$ cat src/rtl/hazard_pkg.sv
// Shared types and constants for the hazard / forwarding controller.
package hazard_pkg;

  // Stall FSM states
  typedef enum logic [1:0] {
    RUN      = 2'd0,
    LU_STALL = 2'd1,
    MEM_WAIT = 2'd2
  } state_e;

  // EX operand select encodings
  localparam logic [1:0] FWD_NONE  = 2'b00;
  localparam logic [1:0] FWD_MEMWB = 2'b01;
  localparam logic [1:0] FWD_EXMEM = 2'b10;

  // Producer/consumer address match; register 0 never matches.
  function automatic logic prod_match(input logic wr_en, input logic rd_is_zero,
                                      input logic addr_eq, input logic src_vld);
    return wr_en & ~rd_is_zero & addr_eq & src_vld;
  endfunction

endpackage

$ cat src/rtl/fwd_src_cmp.sv
// Per-source compare: next EX operand select and load-use hit for one operand.
module fwd_src_cmp
  import hazard_pkg::*;
#(
  parameter int REG_W        = 4,
  parameter bit IS_STORE_SRC = 1'b0
) (
  input  logic [REG_W-1:0] i_src,
  input  logic             i_src_vld,
  input  logic             i_id_is_store,
  input  logic [REG_W-1:0] i_idex_rd,
  input  logic             i_idex_regwrite,
  input  logic             i_idex_memread,
  input  logic [REG_W-1:0] i_exmem_rd,
  input  logic             i_exmem_regwrite,
  output logic [1:0]       o_nxt_sel,
  output logic             o_lu_hit
);

  logic w_m_idex;
  logic w_m_exmem;
  logic w_store_data;

  assign w_m_idex  = prod_match(i_idex_regwrite, (i_idex_rd == '0),
                                (i_idex_rd == i_src), i_src_vld);
  assign w_m_exmem = prod_match(i_exmem_regwrite, (i_exmem_rd == '0),
                                (i_exmem_rd == i_src), i_src_vld);

  // Store data of a store behind a load is served MEM-to-MEM, so it never stalls.
  assign w_store_data = IS_STORE_SRC & i_id_is_store;

  // Youngest producer wins the select
  always_comb begin
    o_nxt_sel = FWD_NONE;
    if (w_m_idex)       o_nxt_sel = FWD_EXMEM;
    else if (w_m_exmem) o_nxt_sel = FWD_MEMWB;
  end

  assign o_lu_hit = i_idex_memread & w_m_idex & ~w_store_data;

endmodule

$ cat src/rtl/hazard_forward_ctrl.sv
// Hazard detection and forwarding control for a 5-stage pipeline.
module hazard_forward_ctrl
  import hazard_pkg::*;
#(
  parameter int REG_W   = 4,
  parameter int NUM_SRC = 2,
  parameter int CNT_W   = 16
) (
  input  logic                     clk,
  input  logic                     rst_n,
  input  logic [NUM_SRC*REG_W-1:0] id_src,
  input  logic [NUM_SRC-1:0]       id_src_vld,
  input  logic                     id_is_store,
  input  logic [REG_W-1:0]         idex_rd,
  input  logic [REG_W-1:0]         exmem_rd,
  input  logic [REG_W-1:0]         memwb_rd,
  input  logic                     idex_regwrite,
  input  logic                     exmem_regwrite,
  input  logic                     memwb_regwrite,
  input  logic                     idex_memread,
  input  logic [REG_W-1:0]         exmem_rt,
  input  logic                     exmem_memwrite,
  input  logic                     mem_busy,
  input  logic                     cnt_clr,
  output logic [2*NUM_SRC-1:0]     fwd_sel,
  output logic                     fwd_mem,
  output logic                     stall_fd,
  output logic                     flush_idex,
  output logic                     freeze,
  output logic [CNT_W-1:0]         lu_cnt,
  output logic [CNT_W-1:0]         mw_cnt
);

  logic [NUM_SRC-1:0][1:0] w_nxt_sel;
  logic [NUM_SRC-1:0]      w_lu_hit;
  logic                    w_load_use;
  logic                    w_stall;

  state_e                  r_state;
  logic [2*NUM_SRC-1:0]    r_fwd_sel;
  logic [CNT_W-1:0]        r_lu_cnt;
  logic [CNT_W-1:0]        r_mw_cnt;

  genvar gi;
  generate
    for (gi = 0; gi < NUM_SRC; gi++) begin : g_src
      fwd_src_cmp #(
        .REG_W        (REG_W),
        .IS_STORE_SRC (gi == 1)
      ) u_cmp (
        .i_src            (id_src[gi*REG_W +: REG_W]),
        .i_src_vld        (id_src_vld[gi]),
        .i_id_is_store    (id_is_store),
        .i_idex_rd        (idex_rd),
        .i_idex_regwrite  (idex_regwrite),
        .i_idex_memread   (idex_memread),
        .i_exmem_rd       (exmem_rd),
        .i_exmem_regwrite (exmem_regwrite),
        .o_nxt_sel        (w_nxt_sel[gi]),
        .o_lu_hit         (w_lu_hit[gi])
      );
    end
  endgenerate

  assign w_load_use = |w_lu_hit;
  // A frozen pipeline cannot advance, so the load-use bubble waits until the freeze ends.
  assign w_stall    = w_load_use & ~mem_busy;

  assign freeze     = mem_busy;
  assign stall_fd   = w_stall;
  assign flush_idex = w_stall;
  assign fwd_mem    = memwb_regwrite & exmem_memwrite & (memwb_rd != '0) &
                      (memwb_rd == exmem_rt);

  assign fwd_sel    = r_fwd_sel;
  assign lu_cnt     = r_lu_cnt;
  assign mw_cnt     = r_mw_cnt;

  // Operand select travels with the instruction into EX; a bubble carries no forward.
  always_ff @(posedge clk or negedge rst_n) begin
    if (!rst_n)        r_fwd_sel <= '0;
    else if (mem_busy) r_fwd_sel <= r_fwd_sel;
    else if (w_stall)  r_fwd_sel <= '0;
    else               r_fwd_sel <= w_nxt_sel;
  end

  // Stall FSM: memory wait dominates, load-use stall is a single cycle.
  always_ff @(posedge clk or negedge rst_n) begin
    if (!rst_n) begin
      r_state <= RUN;
    end else begin
      case (r_state)
        RUN: begin
          if (mem_busy)        r_state <= MEM_WAIT;
          else if (w_load_use) r_state <= LU_STALL;
          else                 r_state <= RUN;
        end
        LU_STALL: r_state <= mem_busy ? MEM_WAIT : RUN;
        MEM_WAIT: r_state <= mem_busy ? MEM_WAIT : RUN;
        default:  r_state <= RUN;
      endcase
    end
  end

  // Saturating stall counters; clear beats increment.
  always_ff @(posedge clk or negedge rst_n) begin
    if (!rst_n) begin
      r_lu_cnt <= '0;
      r_mw_cnt <= '0;
    end else if (cnt_clr) begin
      r_lu_cnt <= '0;
      r_mw_cnt <= '0;
    end else begin
      if (w_stall && !(&r_lu_cnt))  r_lu_cnt <= r_lu_cnt + 1'b1;
      if (mem_busy && !(&r_mw_cnt)) r_mw_cnt <= r_mw_cnt + 1'b1;
    end
  end

endmodule

$ cat config.mk
export PLATFORM = sky130hd
export DESIGN_NAME = hazard_forward_ctrl
export DESIGN_NICKNAME = d
export VERILOG_FILES = /design/src/rtl/hazard_pkg.sv /design/src/rtl/fwd_src_cmp.sv /design/src/rtl/hazard_forward_ctrl.sv
export SDC_FILE = /design/constraint.sdc
export NUM_CORES = 1
export LEC_CHECK = 0
export CORE_MARGIN = 8
export CORE_UTILIZATION = 25
export DETAILED_ROUTE_END_ITERATION = 10
export PLACE_DENSITY_LB_ADDON = 0.1
export SLEW_MARGIN = 25
export SYNTH_ARGS = -nofsm -noshare
export SYNTH_HDL_FRONTEND = slang
export SYNTH_SLANG_ARGS = --single-unit
$ cat constraint.sdc
create_clock -name clk -period 3.13 [get_ports clk]
set_clock_uncertainty 0.2 [all_clocks]
set_input_delay 0.626 -clock clk [delete_from_list [all_inputs] [get_ports clk]]
set_output_delay 0.626 -clock clk [all_outputs]
set_load 0.01 [all_outputs]
==> results.rst <==
.. list-table::
   :header-rows: 1

   * - Metric
     - Value
   * - Wire length of the first global-routing pass
     - between 10000 and 15000 µm
   * - Maximum operating frequency
     - 0.332 GHz
   * - Number of remaining DRC errors
     - 0
   * - Final-report hold violation count
     - 0
   * - Slew Limit Fails
     - 0
   * - Static Leakage
     - approximately 1.4 nW
   * - Global-route usage over all layers
     - 0.107
   * - Number of CTS-inserted buffers
     - 5
   * - Classification of the worst setup path
     - in -> out
   * - R2R depth
     - 5
   * - Initial core utilization
     - 0.259
   * - Final-layout worst hold slack
     - 0.248 ns
   * - Horizontal die dimension
     - 111 µm
   * - Setup slack on the worst flop-to-flop path
     - 1.00 ns
   * - Number of filler instances in the final layout
     - 914
   * - Final net count
     - about 370
   * - Post-Route Utilization
     - 0.380
   * - Startpoint Class
     - input port
   * - Total of endpoints with negative setup slack in the final report
     - 0
   * - Final std cell area, no fill
     - roughly 3300 µm²
   * - Number of inserted diodes
     - 0
   * - Full die area
     - approximately 12000 µm²
   * - Global route total overflow
     - 0
   * - Worst endpoint required time
     - ~2.3 ns
   * - Biggest fanout along the worst timing path
     - 4
   * - Syn_nets
     - between 200 and 300
   * - Via density
     - 4.65
   * - Worst vdd ir
     - 0.000128 V
   * - TritonCTS clock tree
     - done
   * - Mean instance size in the synthesized netlist
     - just under 10 µm²
   * - Mapped cell area
     - roughly 2300 µm²
   * - Share of cells above drive strength 1
     - 0.149
   * - Total of flip-flops plus latches after synthesis
     - 36
   * - Number of buffers on the longest clock path
     - 2
   * - Cell at the root of the clock tree
     - clkbuf_8
   * - Number of core rows
     - 34
   * - Worst R2R Start
     - lu_cnt[0]$_DFFE_PN0P_
   * - Detailed-router iteration count before antenna repair
     - 4
   * - HPWL after detailed placement
     - 5130 µm
   * - Clock transition at the registers of the reported paths
     - around 0.08 ns
   * - Total wirelength of the detailed-routed design
     - between 6000 and 7000 µm
   * - Final GP Congestion
     - 0.761
   * - Core box area
     - 8760 µm²
   * - Type of element capturing the critical path
     - output port
   * - Die height
     - approximately 110 µm
   * - CP Data Arrival Time
     - 2.19 ns
   * - Status
     - completed
   * - Number of antenna violations at the first check in global routing
     - 0
   * - H-Tree Level Count
     - 2
   * - Cell area after placement
     - roughly 3200 µm²
   * - Class of the tightest hold or removal check
     - in -> async
   * - Post-synth cell types
     - 46
   * - Total power
     - around 0.96 mW
   * - Commonest cells after routing, fill and taps aside
     - clkdlybuf4s50_1 (70), dfrtp_1 (36), nor2_1 (29), xor2_1 (27), buf_4 (17)
   * - Count of boundary I/O pins
     - between 70 and 80
   * - RSZ-0062 raised after global routing
     - no
   * - Endpoint of the worst register-to-register path
     - lu_cnt[12]$_DFFE_PN0P_
   * - Buffer count from post-CTS setup fixing
     - 0
   * - Clock period minus worst slack
     - roughly 3 ns
   * - Average wire length per cell after detail routing
     - 15.4 µm
   * - Sequential area share after synthesis
     - 0.397
   * - Number of violations of the max-capacitance limit
     - 0
   * - Skew-Pair Late Insertion Delay
     - 0.29 ns
   * - Pwr per Cell Area
     - approximately 290 nW/µm²
   * - Residual antenna-violating net count after detailed routing
     - 0
   * - Slew HR
     - 0.422
   * - Synthesized netlist cell count
     - roughly 240
   * - Leading cell type in the layout, fill and taps excluded
     - clkdlybuf4s50_1
   * - Number of clock sinks
     - 36
   * - IO buf count
     - 75
   * - DR vias
     - approximately 2000
   * - Number of DRC markers after the initial detailed-route iteration
     - 45
   * - Part of the cycle the worst path needs
     - 0.962
   * - Transition time of the tightest slew-check pin
     - 0.868 ns
   * - YS warnings
     - 0
   * - Number of global-route vias before repair
     - between 2000 and 2500
   * - Signed area change from the synthesized netlist to the final layout
     - 46.7%
   * - Pin count of the biggest net entering global routing
     - 37
==> cell usage after synthesis (all sizes together) <==
library cell / instances / area (µm²)
o31ai: 2 / 15.0
and4: 4 / 35.0
nand4b: 1 / 23.8
dfrtp: 36 / 901
o21a: 1 / 7.51
nand3: 11 / 60.1
inv: 5 / 18.8
nand3b: 1 / 7.51
nand2b: 1 / 6.26
a32o: 2 / 20.0
a2111oi: 1 / 15.0
a21o: 4 / 30.0
nand4: 14 / 87.6
and4b: 1 / 10.0
ha: 2 / 25.0
a21oi: 7 / 38.8
nor4: 8 / 56.3
and2: 4 / 26.3
and3b: 1 / 8.76
buf: 3 / 22.5
o21ai: 1 / 8.76
o2111ai: 1 / 8.76
nand2: 16 / 60.1
o2111a: 1 / 11.3
nor3: 8 / 56.3
nor2b: 5 / 31.3
mux2i: 2 / 20.0
a211oi: 1 / 12.5
xor2: 27 / 236
a21bo: 1 / 10.0
nor2: 29 / 109
and2b: 3 / 26.3
nor4b: 1 / 15.0
mux2: 7 / 82.6
and3: 11 / 70.1
xnor2: 8 / 70.1
dlygate4sd1: 1 / 8.76
clkbuf: 4 / 15.0
==> cell families after synthesis <==
logic type	synth area share
compound gates	0.0784
xor+xnor	0.135
simple gates	0.304
mux	0.0453
flops	0.397
fa+ha+maj	0.0110
buf+inv	0.0287
==> critical path: stages <==
cell             delay (ns)
clkdlybuf4s50_1        0.49
xor2_1                 0.19
nor2_1                 0.25
nand4b_4               0.15
a21oi_4                0.19
dlygate4sd2_1          0.29
==> sequential cells by signal (all words and copies together) (netlist names) <==
register / cells
fwd_sel: 4
mw_cnt: 16
lu_cnt: 16
==> power by group <==
part           internal, mW  leakage (nW)  switching [mW]  total (mW)
Sequential            0.468         0.501         0.00367       0.472
Clock                 0.155        0.0479           0.184       0.339
Combinational        0.0805         0.887          0.0681       0.149
==> worst max path at each step <==
stage                            end         from  cells after the start
after floorplan             stall_fd    id_src[3]                      5
after global placement    flush_idex   idex_rd[3]                      6
after detailed placement  flush_idex   idex_rd[3]                      6
after CTS                    fwd_mem  memwb_rd[1]                      5
after global routing      flush_idex   idex_rd[1]                      6
final                     flush_idex   idex_rd[1]                      6
==> timing repair <==
item	CTS	global route
hold buffers	0	0
resized for setup	2	3
setup endpoints to repair	2	3
endpoints found under the hold margin	0	0
==> per-layer routing <==
layer / vias up / track usage / share of wire
met2: 45 / 0.179 / 0.46
li1: 1025 / - / -
met3: 8 / 0.0303 / 0.050
met1: 951 / 0.133 / 0.48
met4: 0 / 0.0267 / 0.0091
met5: - / 0 / 0
==> metrics by stage <==
step | std cells | TNS [ns] | setup WS [ns]
floorplan | 236 | 0 | 0.516
global placement | 428 | -0.425 | -0.214
detailed placement | 428 | -0.426 | -0.213
CTS | 436 | 0 | 0.0288
global route | 436 | 0 | 0.0268
finish | 436 | 0 | 0.118
==> final cells by class <==
class | count | area (µm²) | share of cell area
timing repair buffer | 92 | 876 | 0.263
tap | 108 | 135 | 0.0406
inverter | 5 | 18.8 | 0.00564
clock inverter | 3 | 18.8 | 0.00564
sequential | 36 | 901 | 0.271
clock buffer | 5 | 68.8 | 0.0207
multi-input combinational | 187 | 1310 | 0.393
(Power assumes the default switching activity.)
